$ cat config.mk
export PLATFORM = sky130hd
export DESIGN_NAME = dec_stage
export DESIGN_NICKNAME = d
export VERILOG_FILES = /design/src/rtl/dec_stage.sv
export SDC_FILE = /design/constraint.sdc
export NUM_CORES = 1
export LEC_CHECK = 0
export BUFFER_PORTS_ARGS = -buffer_cell sky130_fd_sc_hd__buf_2
export CAP_MARGIN = 20
export CORE_MARGIN = 10
export CORE_UTILIZATION = 40
export DETAILED_ROUTE_END_ITERATION = 6
export SKIP_CTS_REPAIR_TIMING = 1
export SYNTH_ARGS = -nofsm -noshare
export SYNTH_HDL_FRONTEND = slang
export SYNTH_SLANG_ARGS = --single-unit
$ cat constraint.sdc
create_clock -name clk -period 6.55 [get_ports clk]
set_input_delay 0.9825 -clock clk [delete_from_list [all_inputs] [get_ports clk]]
set_output_delay 0.9825 -clock clk [all_outputs]
set_load 0.03 [all_outputs]
$ cat src/rtl/dec_stage.sv
// dec_stage: RV32I decode stage with a 2-entry output FIFO.
//
// Decodes a fetch bundle of WIDTH lanes into per-lane register addresses,
// sign-extended immediates, unit enables and ALU/extra opcodes. Decoded
// bundles are registered into a 2-entry FIFO (output register + skid entry).
// Nothing is forwarded combinationally from the input to the outputs.
//
// Ports
//   clk, rst_n         clock (rising edge), asynchronous active-low reset
//   flush              drop all buffered bundles and the incoming bundle
//   in_valid/in_ready  fetch handshake; in_ready is registered (occupancy < 2)
//   in_pc              lane-0 PC of the incoming bundle
//   in_mask            per-lane instruction present
//   in_inst            WIDTH x 32 raw instructions (lane k at [32k +: 32])
//   out_valid/out_ready  decoded-bundle handshake
//   out_pc             lane-0 PC of the head bundle
//   out_lane_valid     per-lane decoded instruction valid
//   out_illegal        per-lane illegal-instruction flag
//   out_rs1/rs2/rd     WIDTH x 5 register addresses
//   out_imm            WIDTH x 32 immediates
//   out_en             WIDTH x 9 enables {rs1,rs2,imm,pc,alu,agu,bru,lsu,rd}
//   out_alu_opc        WIDTH x 4 ALU opcode
//   out_extra_opc      WIDTH x 4 BRU/LSU opcode
//   dec_count          saturating count of delivered legal instructions
module dec_stage #(
    parameter int unsigned WIDTH = 2,
    parameter int unsigned EN_M  = 0,
    parameter int unsigned CNT_W = 32
) (
    input  logic                 clk,
    input  logic                 rst_n,
    input  logic                 flush,
    input  logic                 in_valid,
    output logic                 in_ready,
    input  logic [31:0]          in_pc,
    input  logic [WIDTH-1:0]     in_mask,
    input  logic [WIDTH*32-1:0]  in_inst,
    output logic                 out_valid,
    input  logic                 out_ready,
    output logic [31:0]          out_pc,
    output logic [WIDTH-1:0]     out_lane_valid,
    output logic [WIDTH-1:0]     out_illegal,
    output logic [WIDTH*5-1:0]   out_rs1,
    output logic [WIDTH*5-1:0]   out_rs2,
    output logic [WIDTH*5-1:0]   out_rd,
    output logic [WIDTH*32-1:0]  out_imm,
    output logic [WIDTH*9-1:0]   out_en,
    output logic [WIDTH*4-1:0]   out_alu_opc,
    output logic [WIDTH*4-1:0]   out_extra_opc,
    output logic [CNT_W-1:0]     dec_count
);

    // Enable packet bit positions
    localparam int unsigned EN_RS1 = 8;
    localparam int unsigned EN_RS2 = 7;
    localparam int unsigned EN_IMM = 6;
    localparam int unsigned EN_PC  = 5;
    localparam int unsigned EN_ALU = 4;
    localparam int unsigned EN_AGU = 3;
    localparam int unsigned EN_BRU = 2;
    localparam int unsigned EN_LSU = 1;
    localparam int unsigned EN_RD  = 0;

    typedef struct packed {
        logic        illegal;
        logic [4:0]  rs1;
        logic [4:0]  rs2;
        logic [4:0]  rd;
        logic [31:0] imm;
        logic [8:0]  en;
        logic [3:0]  alu_opc;
        logic [3:0]  extra_opc;
    } lane_t;

    // Control part of a bundle: reset
    typedef struct packed {
        logic [WIDTH-1:0] lane_valid;
        logic [WIDTH-1:0] illegal;
    } ctl_t;

    // Data part of a bundle: not reset
    typedef struct packed {
        logic [31:0]         pc;
        logic [WIDTH*5-1:0]  rs1;
        logic [WIDTH*5-1:0]  rs2;
        logic [WIDTH*5-1:0]  rd;
        logic [WIDTH*32-1:0] imm;
        logic [WIDTH*9-1:0]  en;
        logic [WIDTH*4-1:0]  alu_opc;
        logic [WIDTH*4-1:0]  extra_opc;
    } dat_t;

    typedef enum logic [1:0] {
        OCC_EMPTY = 2'd0,
        OCC_ONE   = 2'd1,
        OCC_FULL  = 2'd2
    } occ_e;

    function automatic lane_t decode(input logic [31:0] i);
        lane_t      d;
        logic [6:0] f7;
        logic [2:0] f3;
        f7 = i[31:25];
        f3 = i[14:12];
        d = '0;
        d.rs1 = i[19:15];
        d.rs2 = i[24:20];
        d.rd  = i[11:7];
        case (i[6:0])
            7'b0110111: begin // LUI
                d.imm = {i[31:12], 12'b0};
                d.en[EN_IMM] = 1'b1; d.en[EN_ALU] = 1'b1; d.en[EN_RD] = 1'b1;
            end
            7'b0010111: begin // AUIPC
                d.imm = {i[31:12], 12'b0};
                d.en[EN_IMM] = 1'b1; d.en[EN_PC] = 1'b1;
                d.en[EN_ALU] = 1'b1; d.en[EN_RD] = 1'b1;
            end
            7'b1101111: begin // JAL
                d.imm = {{11{i[31]}}, i[31], i[19:12], i[20], i[30:21], 1'b0};
                d.en[EN_IMM] = 1'b1; d.en[EN_PC] = 1'b1;
                d.en[EN_BRU] = 1'b1; d.en[EN_RD] = 1'b1;
                d.extra_opc = 4'b1000;
            end
            7'b1100111: begin // JALR
                d.imm = {{20{i[31]}}, i[31:20]};
                d.en[EN_RS1] = 1'b1; d.en[EN_IMM] = 1'b1;
                d.en[EN_BRU] = 1'b1; d.en[EN_RD] = 1'b1;
                d.extra_opc = 4'b1001;
                d.illegal = (f3 != 3'b000);
            end
            7'b1100011: begin // BRANCH: ALU does the compare (SLT / SLTU)
                d.imm = {{19{i[31]}}, i[31], i[7], i[30:25], i[11:8], 1'b0};
                d.en[EN_RS1] = 1'b1; d.en[EN_RS2] = 1'b1; d.en[EN_IMM] = 1'b1;
                d.en[EN_PC]  = 1'b1; d.en[EN_ALU] = 1'b1; d.en[EN_BRU] = 1'b1;
                d.alu_opc   = {3'b001, f3[1]};
                d.extra_opc = {1'b0, f3};
                d.illegal = (f3 == 3'b010) || (f3 == 3'b011);
            end
            7'b0000011: begin // LOAD
                d.imm = {{20{i[31]}}, i[31:20]};
                d.en[EN_RS1] = 1'b1; d.en[EN_IMM] = 1'b1; d.en[EN_AGU] = 1'b1;
                d.en[EN_LSU] = 1'b1; d.en[EN_RD]  = 1'b1;
                d.extra_opc = {1'b0, f3};
                d.illegal = (f3 == 3'b011) || (f3 == 3'b110) || (f3 == 3'b111);
            end
            7'b0100011: begin // STORE
                d.imm = {{20{i[31]}}, i[31:25], i[11:7]};
                d.en[EN_RS1] = 1'b1; d.en[EN_RS2] = 1'b1; d.en[EN_IMM] = 1'b1;
                d.en[EN_AGU] = 1'b1; d.en[EN_LSU] = 1'b1;
                d.extra_opc = {1'b1, f3};
                d.illegal = (f3 >= 3'b011);
            end
            7'b0010011: begin // OP-IMM
                d.imm = {{20{i[31]}}, i[31:20]};
                d.en[EN_RS1] = 1'b1; d.en[EN_IMM] = 1'b1;
                d.en[EN_ALU] = 1'b1; d.en[EN_RD]  = 1'b1;
                d.alu_opc = {(f3 == 3'b101) ? f7[5] : 1'b0, f3};
                if (f3 == 3'b001)
                    d.illegal = (f7 != 7'b0000000);
                else if (f3 == 3'b101)
                    d.illegal = (f7 != 7'b0000000) && (f7 != 7'b0100000);
            end
            7'b0110011: begin // OP
                d.en[EN_RS1] = 1'b1; d.en[EN_RS2] = 1'b1;
                d.en[EN_ALU] = 1'b1; d.en[EN_RD]  = 1'b1;
                if (f7 == 7'b0000000) begin
                    d.alu_opc = {1'b0, f3};
                end else if (f7 == 7'b0100000) begin
                    d.alu_opc = {1'b1, f3};
                    d.illegal = (f3 != 3'b000) && (f3 != 3'b101);
                end else if ((f7 == 7'b0000001) && (EN_M != 0)) begin
                    d.alu_opc = {1'b1, f3};
                end else begin
                    d.illegal = 1'b1;
                end
            end
            7'b0001111, 7'b1110011: begin // MISC-MEM / SYSTEM: legal, no units
            end
            default: d.illegal = 1'b1;
        endcase
        if (d.illegal) d.en = '0;
        return d;
    endfunction

    // Incoming bundle decode
    ctl_t  in_ctl;
    dat_t  in_dat;
    lane_t lane;
    logic  killed;
    logic  present;

    always_comb begin
        in_ctl  = '0;
        in_dat  = '0;
        lane    = '0;
        killed  = 1'b0;
        present = 1'b0;
        in_dat.pc = in_pc;
        for (int unsigned k = 0; k < WIDTH; k++) begin
            lane    = decode(in_inst[k*32 +: 32]);
            present = in_mask[k] && !killed;
            in_ctl.lane_valid[k] = present;
            in_ctl.illegal[k]    = present && lane.illegal;
            // Everything after the first illegal lane is squashed
            if (present && lane.illegal) killed = 1'b1;
            in_dat.rs1[k*5 +: 5]        = lane.rs1;
            in_dat.rs2[k*5 +: 5]        = lane.rs2;
            in_dat.rd[k*5 +: 5]         = lane.rd;
            in_dat.imm[k*32 +: 32]      = lane.imm;
            in_dat.en[k*9 +: 9]         = present ? lane.en : 9'b0;
            in_dat.alu_opc[k*4 +: 4]    = lane.alu_opc;
            in_dat.extra_opc[k*4 +: 4]  = lane.extra_opc;
        end
    end

    // FIFO state
    occ_e occ_q, occ_d;
    ctl_t head_ctl_q, head_ctl_d, skid_ctl_q, skid_ctl_d;
    dat_t head_dat_q, head_dat_d, skid_dat_q, skid_dat_d;
    logic in_ready_q, in_ready_d;
    logic [CNT_W-1:0] cnt_q, cnt_d;
    logic accept, pop;
    logic [2:0] pop_cnt;
    logic [CNT_W:0] cnt_sum;

    always_comb begin
        accept     = in_valid && in_ready_q && !flush;
        pop        = (occ_q != OCC_EMPTY) && out_ready;
        occ_d      = occ_q;
        head_ctl_d = head_ctl_q;
        head_dat_d = head_dat_q;
        skid_ctl_d = skid_ctl_q;
        skid_dat_d = skid_dat_q;
        if (flush) begin
            occ_d = OCC_EMPTY;
        end else begin
            case (occ_q)
                OCC_EMPTY: if (accept) begin
                    head_ctl_d = in_ctl;
                    head_dat_d = in_dat;
                    occ_d      = OCC_ONE;
                end
                OCC_ONE: begin
                    if (accept && pop) begin
                        head_ctl_d = in_ctl;
                        head_dat_d = in_dat;
                    end else if (accept) begin
                        skid_ctl_d = in_ctl;
                        skid_dat_d = in_dat;
                        occ_d      = OCC_FULL;
                    end else if (pop) begin
                        occ_d = OCC_EMPTY;
                    end
                end
                OCC_FULL: if (pop) begin
                    head_ctl_d = skid_ctl_q;
                    head_dat_d = skid_dat_q;
                    occ_d      = OCC_ONE;
                end
                default: occ_d = OCC_EMPTY;
            endcase
        end
        in_ready_d = (occ_d != OCC_FULL);
    end

    // Delivered-instruction counter, counts pops even in a flush cycle
    always_comb begin
        pop_cnt = '0;
        for (int unsigned k = 0; k < WIDTH; k++)
            pop_cnt = pop_cnt + 3'(head_ctl_q.lane_valid[k] & ~head_ctl_q.illegal[k]);
        cnt_sum = {1'b0, cnt_q} + (CNT_W+1)'(pop_cnt);
        cnt_d   = cnt_q;
        if (pop) cnt_d = cnt_sum[CNT_W] ? '1 : cnt_sum[CNT_W-1:0];
    end

    always_ff @(posedge clk or negedge rst_n) begin
        if (!rst_n) begin
            occ_q      <= OCC_EMPTY;
            head_ctl_q <= '0;
            skid_ctl_q <= '0;
            in_ready_q <= 1'b0;
            cnt_q      <= '0;
        end else begin
            occ_q      <= occ_d;
            head_ctl_q <= head_ctl_d;
            skid_ctl_q <= skid_ctl_d;
            in_ready_q <= in_ready_d;
            cnt_q      <= cnt_d;
        end
    end

    always_ff @(posedge clk) begin
        head_dat_q <= head_dat_d;
        skid_dat_q <= skid_dat_d;
    end

    assign in_ready       = in_ready_q;
    assign out_valid      = (occ_q != OCC_EMPTY);
    assign out_lane_valid = head_ctl_q.lane_valid & {WIDTH{out_valid}};
    assign out_illegal    = head_ctl_q.illegal & {WIDTH{out_valid}};
    assign out_pc         = head_dat_q.pc;
    assign out_rs1        = head_dat_q.rs1;
    assign out_rs2        = head_dat_q.rs2;
    assign out_rd         = head_dat_q.rd;
    assign out_imm        = head_dat_q.imm;
    assign out_en         = head_dat_q.en;
    assign out_alu_opc    = head_dat_q.alu_opc;
    assign out_extra_opc  = head_dat_q.extra_opc;
    assign dec_count      = cnt_q;

endmodule

# ---- After elaboration in Yosys (flattened, before gate mapping)
# Index checks and enable logic that the tools add are counted.
dict set report op_classes {
  eq_ne 46
  n_mux 59
  bitwise 8
  order_cmp 2
  add_sub_neg 2
  n_reduce_logical 54
}
# cell n
set ops {}
lappend ops {{two-way mux 160 bit} 3}
lappend ops {{case mux 160 bit (3 select lines)} 1}
lappend ops {{case mux 32 bit (5 select lines)} 2}
lappend ops {{equality test 7 x 6 -> 1 bit, second input constant} 8}
lappend ops {{equality test 7 bit, second input constant} 8}
lappend ops {{two-way mux 9 bit} 4}
lappend ops {{case mux 4 bit (3 select lines)} 3}
lappend ops {{adder 32 x 3 -> 33 bit} 1}
lappend ops {{two-way mux 32 bit} 1}
lappend ops {{case mux 4 bit (4 select lines)} 2}
lappend ops {{equality test 7 x 5 -> 1 bit, second input constant} 4}
lappend ops {{two-way mux 4 bit} 7}
lappend ops {{two-way mux 1 bit} 27}
lappend ops {{OR reduction 3 bit} 8}
lappend ops {{OR reduction 5 bit} 4}
lappend ops {{equality test 3 bit, second input constant} 6}
lappend ops {{OR reduction 8 bit} 2}
lappend ops {{equality test 7 x 2 -> 1 bit, second input constant} 2}
lappend ops {{equality test 7 x 4 -> 1 bit, second input constant} 2}
lappend ops {{logical NOT 7 bit} 2}
lappend ops {{inequality test 7 x 6 -> 1 bit, second input constant} 2}
lappend ops {{case mux 1 bit (7 select lines)} 2}
lappend ops {{nonzero test 7 bit} 2}
lappend ops {{OR reduction 7 bit} 2}
lappend ops {{other kinds (24)} 66}
dict set report totals {
  ff_bits 363
  wordCells 194
  out_inout_bits 198
}

# ---- Longest topological paths before layout
# Gate-level depths: netlist of the first run.
dict set report logic_depth {
  ltp_word 12
  depth_mapped 11
  mapped_depth_nobuf 10
}

# ---- Worst setup path before layout of the first run
# OpenSTA, ideal clock, no wires.
dict set report synth_timing {
  path_type {input port to flip-flop}
  from {in in_valid}
  to {reg head_ctl_q[1] (netlist name)}
  arrival_time_ns 5.422
  required_ns 6.446
  path_stages 7
  n_path_buf 0
  setup_time_ns 0.104
  path_slack_ns 1.024
  cell_sequence {nand2_1 or3_1 a21o_1 inv_1 and3_2 a21oi_1 o41ai_2}
}
dict set report synth_between {
  elab_chain_len 5
  elab_cells_between_ends 6
  cone_classes {eq/ne (2); reduce/logical (4)}
}
# element line_no
set synth_rtl {}
lappend synth_rtl {{start, declared} 33} ;# input logic in_valid,
lappend synth_rtl {{logical AND 1 bit * (2 in a row)} 228} ;# accept = in_valid && in_ready_q && !flush;
lappend synth_rtl {{logical AND 1 bit} 245} ;# if (accept && pop) begin
lappend synth_rtl {{inequality test 2 bit (no line)} n/a}
lappend synth_rtl {{AND reduction 5 bit (no line) *} n/a}
lappend synth_rtl {{end signal, assigned} 286} ;# head_ctl_q <= head_ctl_d;
lappend synth_rtl {{end, declared} 219} ;# ctl_t head_ctl_q, head_ctl_d, skid_ctl_q, skid_ctl_d;
# Every way passes the cells marked *; elsewhere a longest branch is shown, timed or not.
# A chain may end at the register's enable or synchronous reset.

# ---- Worst setup path after layout of the first run
dict set report layout_timing {
  from {reg head_ctl_q[2] (netlist name)}
  to {reg cnt_q[27], in the netlist dec_count[27]}
}
dict set report layout_between {
  elab_chain_len 4
}
# element line_no
set layout_rtl {}
lappend layout_rtl {{bitwise AND 1 x 3 -> 3 bit} 271} ;# pop_cnt = pop_cnt + 3'(head_ctl_q.lane_valid[k] & ~head_ctl_q.illegal[k]);
lappend layout_rtl {{adder 3 bit} 271}
lappend layout_rtl {{adder 32 x 3 -> 33 bit} 272} ;# cnt_sum = {1'b0, cnt_q} + (CNT_W+1)'(pop_cnt);
lappend layout_rtl {{two-way mux 32 bit} 274} ;# if (pop) cnt_d = cnt_sum[CNT_W] ? '1 : cnt_sum[CNT_W-1:0];
lappend layout_rtl {{end signal, assigned} 289} ;# cnt_q <= cnt_d;
lappend layout_rtl {{end, declared} 222} ;# logic [CNT_W-1:0] cnt_q, cnt_d;
# Every way passes these cells.

==> results of run 1 <==
## cells in the final DEF (no fill, tap or decap), types with 4 or more instances in the layout
cell type	count
sky130_fd_sc_hd__and2_1	19
sky130_fd_sc_hd__clkbuf_1	14
sky130_fd_sc_hd__dfrtp_1	43
sky130_fd_sc_hd__nor2b_1	15
sky130_fd_sc_hd__a21o_1	25
sky130_fd_sc_hd__mux2_2	59
sky130_fd_sc_hd__nor4b_1	6
sky130_fd_sc_hd__nand3_1	21
sky130_fd_sc_hd__nand2b_1	5
sky130_fd_sc_hd__o211ai_1	4
sky130_fd_sc_hd__a22o_1	10
sky130_fd_sc_hd__nor2_1	74
sky130_fd_sc_hd__nand4_1	4
sky130_fd_sc_hd__clkinv_1	7
sky130_fd_sc_hd__buf_2	300
sky130_fd_sc_hd__inv_1	15
sky130_fd_sc_hd__a21oi_1	28
sky130_fd_sc_hd__o21ai_0	14
sky130_fd_sc_hd__xor2_1	11
sky130_fd_sc_hd__or3_1	6
sky130_fd_sc_hd__nand2_1	312
sky130_fd_sc_hd__nor3_1	11
sky130_fd_sc_hd__xnor2_1	11
sky130_fd_sc_hd__a31oi_1	15
sky130_fd_sc_hd__and3_1	7
sky130_fd_sc_hd__edfxtp_1	316
sky130_fd_sc_hd__buf_4	8
sky130_fd_sc_hd__o41ai_2	9
sky130_fd_sc_hd__clkbuf_16	40
sky130_fd_sc_hd__o31ai_1	13
sky130_fd_sc_hd__nor3b_1	6
sky130_fd_sc_hd__a211oi_1	6
## cell usage after synthesis (all sizes together), types with 8 or more instances
cell and count:
buf 24, a22o 10, nand2 315, a21o 26, mux2 59, o31ai 13
a31oi 15, o41ai 9, nor2 74, clkbuf 35, nor3 15, inv 17
edfxtp 316, dfrtp 43, nor2b 16, nand3 22, and2 20, xor2 11
a21oi 29, o21ai 14, and3 8, xnor2 11
## area by class of cell
class / count / area, µm² / share of cell area, %
diodes: 2 / 5.00 / 0.0270
clock buffers: 56 / 1080 / 5.83
clock inverters: 13 / 90.1 / 0.485
inverters: 17 / 73.8 / 0.398
multi-input cells: 757 / 4480 / 24.2
flip-flops and latches: 359 / 10600 / 56.9
well taps: 511 / 639 / 3.45
repair buffers: 311 / 1620 / 8.73
## worst min-delay path by stage
| stage | endpoint | depth (start not counted) | slack (ps) |
|---|---|---|---|
| 6_report | skid_ctl_q[3] | 2 | 490 |
| 5_1_grt | skid_ctl_q[3] | 2 | 510 |
| 4_1_cts | skid_ctl_q[3] | 2 | 490 |
| 3_5_place_dp | skid_ctl_q[1] | 2 | 470 |
| 3_3_place_gp | head_ctl_q[3] | 2 | 470 |
| 2_1_floorplan | skid_ctl_q[1] | 2 | 440 |
## tightest hold or removal path: stages (launching register included)
cell and delay (ps):
sky130_fd_sc_hd__dfrtp_1 340, sky130_fd_sc_hd__nand2_1 50, sky130_fd_sc_hd__o21ai_0 60
## state kept, by name, indices dropped and copies added, names as in the netlist
name,cells
dec_count,32
head_ctl_q,4
in_ready,1
occ_q,2
out_alu_opc,8
out_en,16
out_extra_opc,8
out_imm,64
out_pc,32
out_rd,10
out_rs1,10
out_rs2,10
skid_ctl_q,4
skid_dat_q,158
## stage by stage
stage,util [%],hold WS [ps]
2_1_floorplan,-,440
3_3_place_gp,45.8,474
3_5_place_dp,45.8,470
4_1_cts,48.9,490
5_1_grt,49.0,506
6_report,49.0,485
## cells by family after synthesis
family | count (synthesis)
AO/OA/AOI/OAI | 155
XOR/XNOR | 22
adder cells (fa/ha/maj) | 4
buffers and inverters | 77
flip-flops | 359
multiplexers | 60
AND/OR/NAND/NOR | 516
## metal layers
layer  GRT usage (%)  vias to the layer above  wire [µm]
li1                -                     4900          -
met1            22.2                     5064      17600
met2            26.9                      291      19500
met3            3.97                       45       2370
met4            4.10                        6        649
met5               0                        -         34
## power by group through the flow
stage	logic [mW]	registers [mW]	clock network, mW
floorplan	0.181	2.80	0
global placement	0.476	2.67	0
detailed placement	0.481	2.67	0
CTS	0.481	2.63	2.11
global route	0.515	2.64	2.19
finish	0.472	2.63	2.05
==> results.tsv, run 1 <==
stage	metric	value	unit
setup_path	Top cell by count, worst path	sky130_fd_sc_hd__ha_1	
timing	final worst clock skew	13.6	ps
route	remaining number of nets flagged by the antenna check after routing	0	
final_layout	final std cells w/o fill	2026	
synthesis	fraction of synthesis flops using an asynchronous set or reset pin	12.0	%
power	net switching power figure	1.23	mW
timing	sum of negative setup slack	0	ps
timing	unrepaired setup endpoints after global routing	no	
power	total design power	5.15	mW
route	drt wl/cell	19.8	µm
route	wirelength, routed	40.1	mm
power	pwr/cell area	277	mW/mm²
setup_path	cell class contributing the biggest share of worst-path delay	simple AND/OR/NAND/NOR gates	
synthesis	synthesized-area fraction occupied by xor and xnor cells	1.25	%
placement	worst setup slack before clock tree synthesis	3070	ps
global_routing	wire length of the first global-routing pass	62.1	mm
die	Core Region	0.0378	mm²
final_layout	post-synthesis to final-layout area growth	20.5	%
timing	worst path setup slack after routing	3120	ps
cts	# H-tree levels	2	
synthesis	share of synthesized area occupied by flip-flops and latches	68.6	%
hold_path	class of the tightest hold or removal check	flop to flop	
timing	worst slew pin tran	998	ps
cts	buffers from clock root to sink, at most	3	
route	vias post-DR	10300	
setup_path	worst stage delay on the critical path	830	ps
run	max-cap check violation count	0	
synthesis	number of synthesized register bits	359	
synthesis	warnings from Yosys	0	
die	floorplan row count	71	
cts	clock latency at the later pin of the worst-skew pair	530	ps
setup_path	worst endpoint required time	7010	ps
cts	clock-pin slew reported for the worst setup and hold paths after clock tree synthesis	60	ps
synthesis	adder-cell share of the synthesized area	0.374	%
power	cell-internal power	3.91	mW
final_layout	post-route cell area	0.0186	mm²
setup_path	number of cells on the worst reg-to-reg path	10	
timing	fin crit period	3430	ps
setup_path	critical path start-end classification	flop to flop	
synthesis	portion of netlist area occupied by mux cells	4.38	%
global_routing	initial antenna violation count	4	
status	result of the run	complete, no violations	
setup_path	element type at the critical path start	flop	
synthesis	most area-consuming cells after synthesis	sky130_fd_sc_hd__edfxtp_1 (62%), sky130_fd_sc_hd__nand2_1 (7.6%), sky130_fd_sc_hd__dfrtp_1 (7.0%), sky130_fd_sc_hd__mux2_2 (4.3%), sky130_fd_sc_hd__nor2_1 (1.8%)	
timing	count of final hold-check violations	0	
global_routing	Congestion Overflow GR	0	
cts	root buffer cell	sky130_fd_sc_hd__clkbuf_16	
timing	final count of negative-setup-slack endpoints	0	
final_layout	layout cells sized above 1	30.4	%
synthesis	post-synthesis share of cell area spent on and, or, nand and nor gates	15.2	%
setup_path	Worst Setup SP	head_ctl_q[2]	
synthesis	share of Yosys cell area claimed by the top area cell type	61.6	%
die	Initial Utilization	40.7	%
power	share of total power in the clock network	39.8	%
setup_path	capturing instance or port of the critical path	dec_count[27]	
setup_path	Reg2Reg Capture Point	dec_count[27]	
setup_path	Max Fanout on Critical Path	27	
power	proportion of power drawn by flip-flops and latches	51.0	%
setup_path	Crit-path slowest cell	sky130_fd_sc_hd__or4b_2	
die	I/O pin count	301	
synthesis	combinational family with the most area after synthesis	simple AND/OR/NAND/NOR gates	
placement	Placer Congestion	0.842	
synthesis	cells after synthesis	1193	
timing	Slew Viols, Final	0	
placement	quantity of I/O buffers inserted on ports	300	
global_routing	vias in the first global route	10200	
global_routing	pin count of the biggest net entering global routing	102	
final_layout	Filler Cell Count	3428	
setup_path	cells traversed along the worst timing path	nor2b_1, ha_1, ha_1, inv_1, fa_1, or4b_2, nor4_4, nand2_2, nand2_1, mux2_2	
global_routing	all-layer global routing usage	16.7	%
synthesis	Post-Syn Area	0.0154	mm²
placement	Cell Count Post-Placement	1953	
synthesis	count of unique library cells instantiated by Yosys	79	
synthesis	mean instance size in the synthesized netlist	12.9	µm²
setup_path	logic depth of the worst path, buffers included	10	
die	overall die area	0.0467	mm²
hold_path	Worst Min Path Start	skid_ctl_q[3]	
cts	CTS tree	done	
route	post-route DRC violation count	0	
die	height of the die	216	µm
cts	Inserted Clock Buffers	38	
synthesis	number of flops mapped to enable cells by yosys	316	
setup_path	CP bufs+invs	1	
synthesis	dominant synthesized flop cell	sky130_fd_sc_hd__edfxtp_1	
route	drt via density	5.09	
synthesis	fraction of the mapped netlist area in compound gates	7.73	%
power	fraction of power spent switching nets	24.0	%
synthesis	largest area contributor in the netlist	sky130_fd_sc_hd__edfxtp_1	
power	Peak supply drop	0.154	mV
placement	half-perimeter wire length of the detailed placement result	27.2	mm
route	DRC marker count from the first detailed-route iteration	953	
placement	DP Area	0.0173	mm²
setup_path	kind of end point of the critical path	flop	
timing	worst slew slack as a fraction of its limit	33.3	%
timing	post-route clock period utilization	52.4	%
die	Die X	216	µm
final_layout	number of nets in the layout	1591	
power	part of the total power dissipated in combinational logic	9.2	%
setup_path	launching point of the worst reg2reg path	head_ctl_q[2]	
power	static power due to leakage	7.63	nW
cts	number of sinks handled by clock tree synthesis	359	
synthesis	post-synthesis net count	1300	
setup_path	slack of the worst reg-to-reg path	3120	ps
setup_path	signal arrival time at the worst endpoint	3890	ps
timing	timing-limited maximum frequency	0.291	GHz
route	first-pass iteration count of the detailed router	5	
No activity file was read; power rests on OpenSTA's default activity.
==> run 2, diff against run 1 <==
--- a/config.mk
+++ b/config.mk
@@ -5,6 +5,7 @@
 export SDC_FILE = /design/constraint.sdc
 export NUM_CORES = 1
 export LEC_CHECK = 0
+export ABC_AREA = 1
 export BUFFER_PORTS_ARGS = -buffer_cell sky130_fd_sc_hd__buf_2
 export CAP_MARGIN = 20
 export CORE_MARGIN = 10
==> constraint.sdc (replaced) <==
create_clock -name clk -period 3.3 [get_ports clk]
set_input_delay 0.495 -clock clk [delete_from_list [all_inputs] [get_ports clk]]
set_output_delay 0.495 -clock clk [all_outputs]
set_load 0.03 [all_outputs]
==> results.tsv, run 2 <==
stage	metric	value	unit	change
setup_path	Max Fanout on Critical Path	16		was 27
power	static power due to leakage	8.30	nW	was 7.63 nW
synthesis	cells after synthesis	1528		was 1193
synthesis	number of flops mapped to enable cells by yosys	316		unchanged
timing	worst slew pin tran	1110	ps	was 998 ps
hold_path	Cells on Worst Hold Path	1		was 2
setup_path	number of cells on the worst reg-to-reg path	14		was 10
synthesis	leading cell types by count after synthesis	sky130_fd_sc_hd__nand2_1 (567), sky130_fd_sc_hd__edfxtp_1 (316), sky130_fd_sc_hd__inv_1 (129)		was sky130_fd_sc_hd__edfxtp_1 (316), sky130_fd_sc_hd__nand2_1 (312), sky130_fd_sc_hd__nor2_1 (74)
global_routing	Congestion Overflow GR	0		unchanged
final_layout	most frequent cells in the layout	sky130_fd_sc_hd__nand2_1 (567), sky130_fd_sc_hd__edfxtp_1 (316), sky130_fd_sc_hd__buf_2 (300), sky130_fd_sc_hd__inv_1 (125), sky130_fd_sc_hd__nor2_1 (119)		was sky130_fd_sc_hd__edfxtp_1 (316), sky130_fd_sc_hd__nand2_1 (312), sky130_fd_sc_hd__buf_2 (300), sky130_fd_sc_hd__nor2_1 (74), sky130_fd_sc_hd__mux2_2 (59)
synthesis	share of Yosys cell area claimed by the top area cell type	60.2	%	was 61.6%
final_layout	number of nets in the layout	1948		was 1591
power	cell-internal power	7.98	mW	was 3.91 mW
final_layout	most frequent standard cell in the layout excluding fill and tap cells	sky130_fd_sc_hd__nand2_1		was sky130_fd_sc_hd__edfxtp_1
route	post-route DRC violation count	0		unchanged
timing	worst path setup slack after routing	282	ps	was 3120 ps
synthesis	warnings from Yosys	0		unchanged
die	floorplan row count	72		was 71
power	share of total power in the clock network	42.2	%	was 39.8%
setup_path	element type at the critical path start	flop		unchanged
route	first-pass iteration count of the detailed router	6		was 5
die	Core Region	0.0388	mm²	was 0.0378 mm²
power	part of the total power dissipated in combinational logic	8.7	%	was 9.2%
timing	count of final hold-check violations	0		unchanged
power	proportion of power drawn by flip-flops and latches	49.0	%	was 51.0%
timing	sum of negative setup slack	0	ps	unchanged
power	Peak supply drop	0.334	mV	was 0.154 mV
final_layout	post-synthesis to final-layout area growth	22.6	%	was 20.5%
die	I/O pin count	301		unchanged
final_layout	post-route cell area	0.0193	mm²	was 0.0186 mm²
setup_path	signal arrival time at the worst endpoint	3490	ps	was 3890 ps
timing	worst slew slack as a fraction of its limit	26.1	%	was 33.3%
global_routing	initial antenna violation count	3		was 4
hold_path	class of the tightest hold or removal check	primary input to flop		was flop to flop
timing	final count of negative-setup-slack endpoints	0		unchanged
route	drt via density	4.98		was 5.09
placement	half-perimeter wire length of the detailed placement result	30.5	mm	was 27.2 mm
placement	DP Area	0.0180	mm²	was 0.0173 mm²
global_routing	vias in the first global route	11600		was 10200
setup_path	critical path start-end classification	flop to flop		unchanged
final_layout	Filler Cell Count	3618		was 3428
placement	Placer Congestion	0.882		was 0.842
setup_path	kind of end point of the critical path	flop		unchanged
synthesis	dominant synthesized flop cell	sky130_fd_sc_hd__edfxtp_1		unchanged
placement	worst setup slack before clock tree synthesis	320	ps	was 3070 ps
power	pwr/cell area	549	mW/mm²	was 277 mW/mm²
die	height of the die	218	µm	was 216 µm
run	max-cap check violation count	0		unchanged
final_layout	Largest register FFs	158		unchanged
final_layout	utilization after layout	49.8	%	was 49.0%
final_layout	layout cells sized above 1	24.0	%	was 30.4%
synthesis	Post-Syn Area	0.0158	mm²	was 0.0154 mm²
synthesis	number of synthesized register bits	359		unchanged
cts	buffers from clock root to sink, at most	3		unchanged
die	overall die area	0.0477	mm²	was 0.0467 mm²
cts	clock latency at the later pin of the worst-skew pair	550	ps	was 530 ps
route	wirelength, routed	43.7	mm	was 40.1 mm
synthesis	fraction of synthesis flops using an asynchronous set or reset pin	12.0	%	unchanged
final_layout	largest reg by FF count	skid_dat_q		unchanged
global_routing	pin count of the biggest net entering global routing	182		was 102
setup_path	worst endpoint required time	3770	ps	was 7010 ps
synthesis	mean instance size in the synthesized netlist	10.3	µm²	was 12.9 µm²
synthesis	largest area contributor in the netlist	sky130_fd_sc_hd__edfxtp_1		unchanged
route	vias post-DR	11900		was 10300
power	total design power	10.6	mW	was 5.15 mW
timing	Slew Viols, Final	0		unchanged
synthesis	count of unique library cells instantiated by Yosys	50		was 79
timing	post-route clock period utilization	91.5	%	was 52.4%
global_routing	wire length of the first global-routing pass	67.1	mm	was 62.1 mm
cts	number of sinks handled by clock tree synthesis	359		unchanged
placement	quantity of I/O buffers inserted on ports	300		unchanged
route	DRC marker count from the first detailed-route iteration	1002		was 953
synthesis	top-count cell post-synth	sky130_fd_sc_hd__nand2_1		was sky130_fd_sc_hd__edfxtp_1
route	drt wl/cell	18.3	µm	was 19.8 µm
die	Die X	218	µm	was 216 µm
cts	Inserted Clock Buffers	41		was 38
status	result of the run	complete, no violations		unchanged
cts	clock-pin slew reported for the worst setup and hold paths after clock tree synthesis	60	ps	about the same
power	fraction of power spent switching nets	24.7	%	was 24.0%
synthesis	most area-consuming cells after synthesis	sky130_fd_sc_hd__edfxtp_1 (60%), sky130_fd_sc_hd__nand2_1 (14%), sky130_fd_sc_hd__dfrtp_1 (6.8%), sky130_fd_sc_hd__inv_1 (3.1%), sky130_fd_sc_hd__nor2_1 (2.9%)		was sky130_fd_sc_hd__edfxtp_1 (62%), sky130_fd_sc_hd__nand2_1 (7.6%), sky130_fd_sc_hd__dfrtp_1 (7.0%), sky130_fd_sc_hd__mux2_2 (4.3%), sky130_fd_sc_hd__nor2_1 (1.8%)
power	net switching power figure	2.61	mW	was 1.23 mW
route	remaining number of nets flagged by the antenna check after routing	0		unchanged
timing	fin crit period	3020	ps	was 3430 ps
cts	root buffer cell	sky130_fd_sc_hd__clkbuf_16		unchanged
cts	# H-tree levels	2		unchanged
synthesis	post-synthesis net count	1635		was 1300
cts	CTS tree	done		unchanged
synthesis	share of synthesized area occupied by flip-flops and latches	67.1	%	was 68.6%
timing	timing-limited maximum frequency	0.331	GHz	was 0.291 GHz
global_routing	all-layer global routing usage	17.8	%	was 16.7%
die	Initial Utilization	40.6	%	was 40.7%
timing	unrepaired setup endpoints after global routing	no		unchanged
timing	final worst clock skew	13.9	ps	was 13.6 ps
-- run 2: changes by cell type after synthesis, sizes merged, moves of 26 or more --
cell | before | now
nor2 | 74 | 134
mux2 | 59 | 0
inv | 17 | 139
nand2 | 315 | 576
nand3 | 22 | 58
nand4 | 4 | 30
o21ai | 14 | 94
-- run 2: metrics by stage --
stage,cells,hold slack [ps]
finish,2392,134
global route,2392,108
global placement,2314,469
floorplan,1528,199
CTS,2388,103
detailed placement,2314,472
-- run 2: cell families after synthesis --
logic type / synth area share [%]
and+or+nand+nor: 22.3
DFF: 67.1
buffers and inverters: 4.59
AOI/OAI and AO/OA: 5.08
xor gates and xnor gates: 0.556
adders and majority gates: 0.365
-- run 2: power by group through the flow --
stage,registers (mW),clock network [mW],logic (mW)
finish,5.20,4.48,0.926
detailed placement,5.29,0,0.933
global placement,5.29,0,0.920
CTS,5.20,4.61,0.936
global route,5.21,4.81,1.02
floorplan,5.50,0,0.358
-- run 2: worst paths after layout --
path / endpoint / slack [ps] / startpoint
setup / recovery: dec_count[9] / 280 / head_ctl_q[3]
hold / removal: skid_dat_q[159] / 130 / in_pc[31]
setup reg to reg: dec_count[9] / 280 / head_ctl_q[3]
hold reg to reg: skid_ctl_q[0] / 490 / skid_ctl_q[0]
max in group asynchronous: in_ready / 2550 / rst_n
min in group asynchronous: occ_q[0] / 290 / rst_n
-- run 2: per-layer routing --
layer	GRT usage (%)	part of all wire [%]	vias up
met4	4.33	1.5	2
met3	4.27	7.6	46
met1	24.4	44	5709
li1	-	-	5746
met5	0	0.030	-
met2	27.9	46	417
-- run 2: cell type report --
| class | instances | area (µm²) | share of cell area, % |
|---|---|---|---|
| antenna | 2 | 5.00 | 0.0259 |
| clock buffer | 47 | 1050 | 5.43 |
| clock inverter | 27 | 269 | 1.39 |
| inverter | 141 | 552 | 2.86 |
| multi-input combinational | 983 | 4490 | 23.2 |
| sequential | 359 | 10600 | 54.7 |
| tap | 518 | 648 | 3.36 |
| timing repair buffer | 315 | 1740 | 9.02 |
-- run 2: critical path: stages (launching register included) --
cell and delay (ps):
sky130_fd_sc_hd__dfrtp_1 360, sky130_fd_sc_hd__inv_1 90, sky130_fd_sc_hd__nor2_1 50, sky130_fd_sc_hd__ha_1 270
sky130_fd_sc_hd__ha_1 200, sky130_fd_sc_hd__inv_1 90, sky130_fd_sc_hd__fa_1 420, sky130_fd_sc_hd__nor2_2 180
sky130_fd_sc_hd__nand2_1 70, sky130_fd_sc_hd__nor2_1 190, sky130_fd_sc_hd__inv_1 100, sky130_fd_sc_hd__nor3_2 160
sky130_fd_sc_hd__nand4_2 400, sky130_fd_sc_hd__a21boi_0 260, sky130_fd_sc_hd__o21ai_0 80
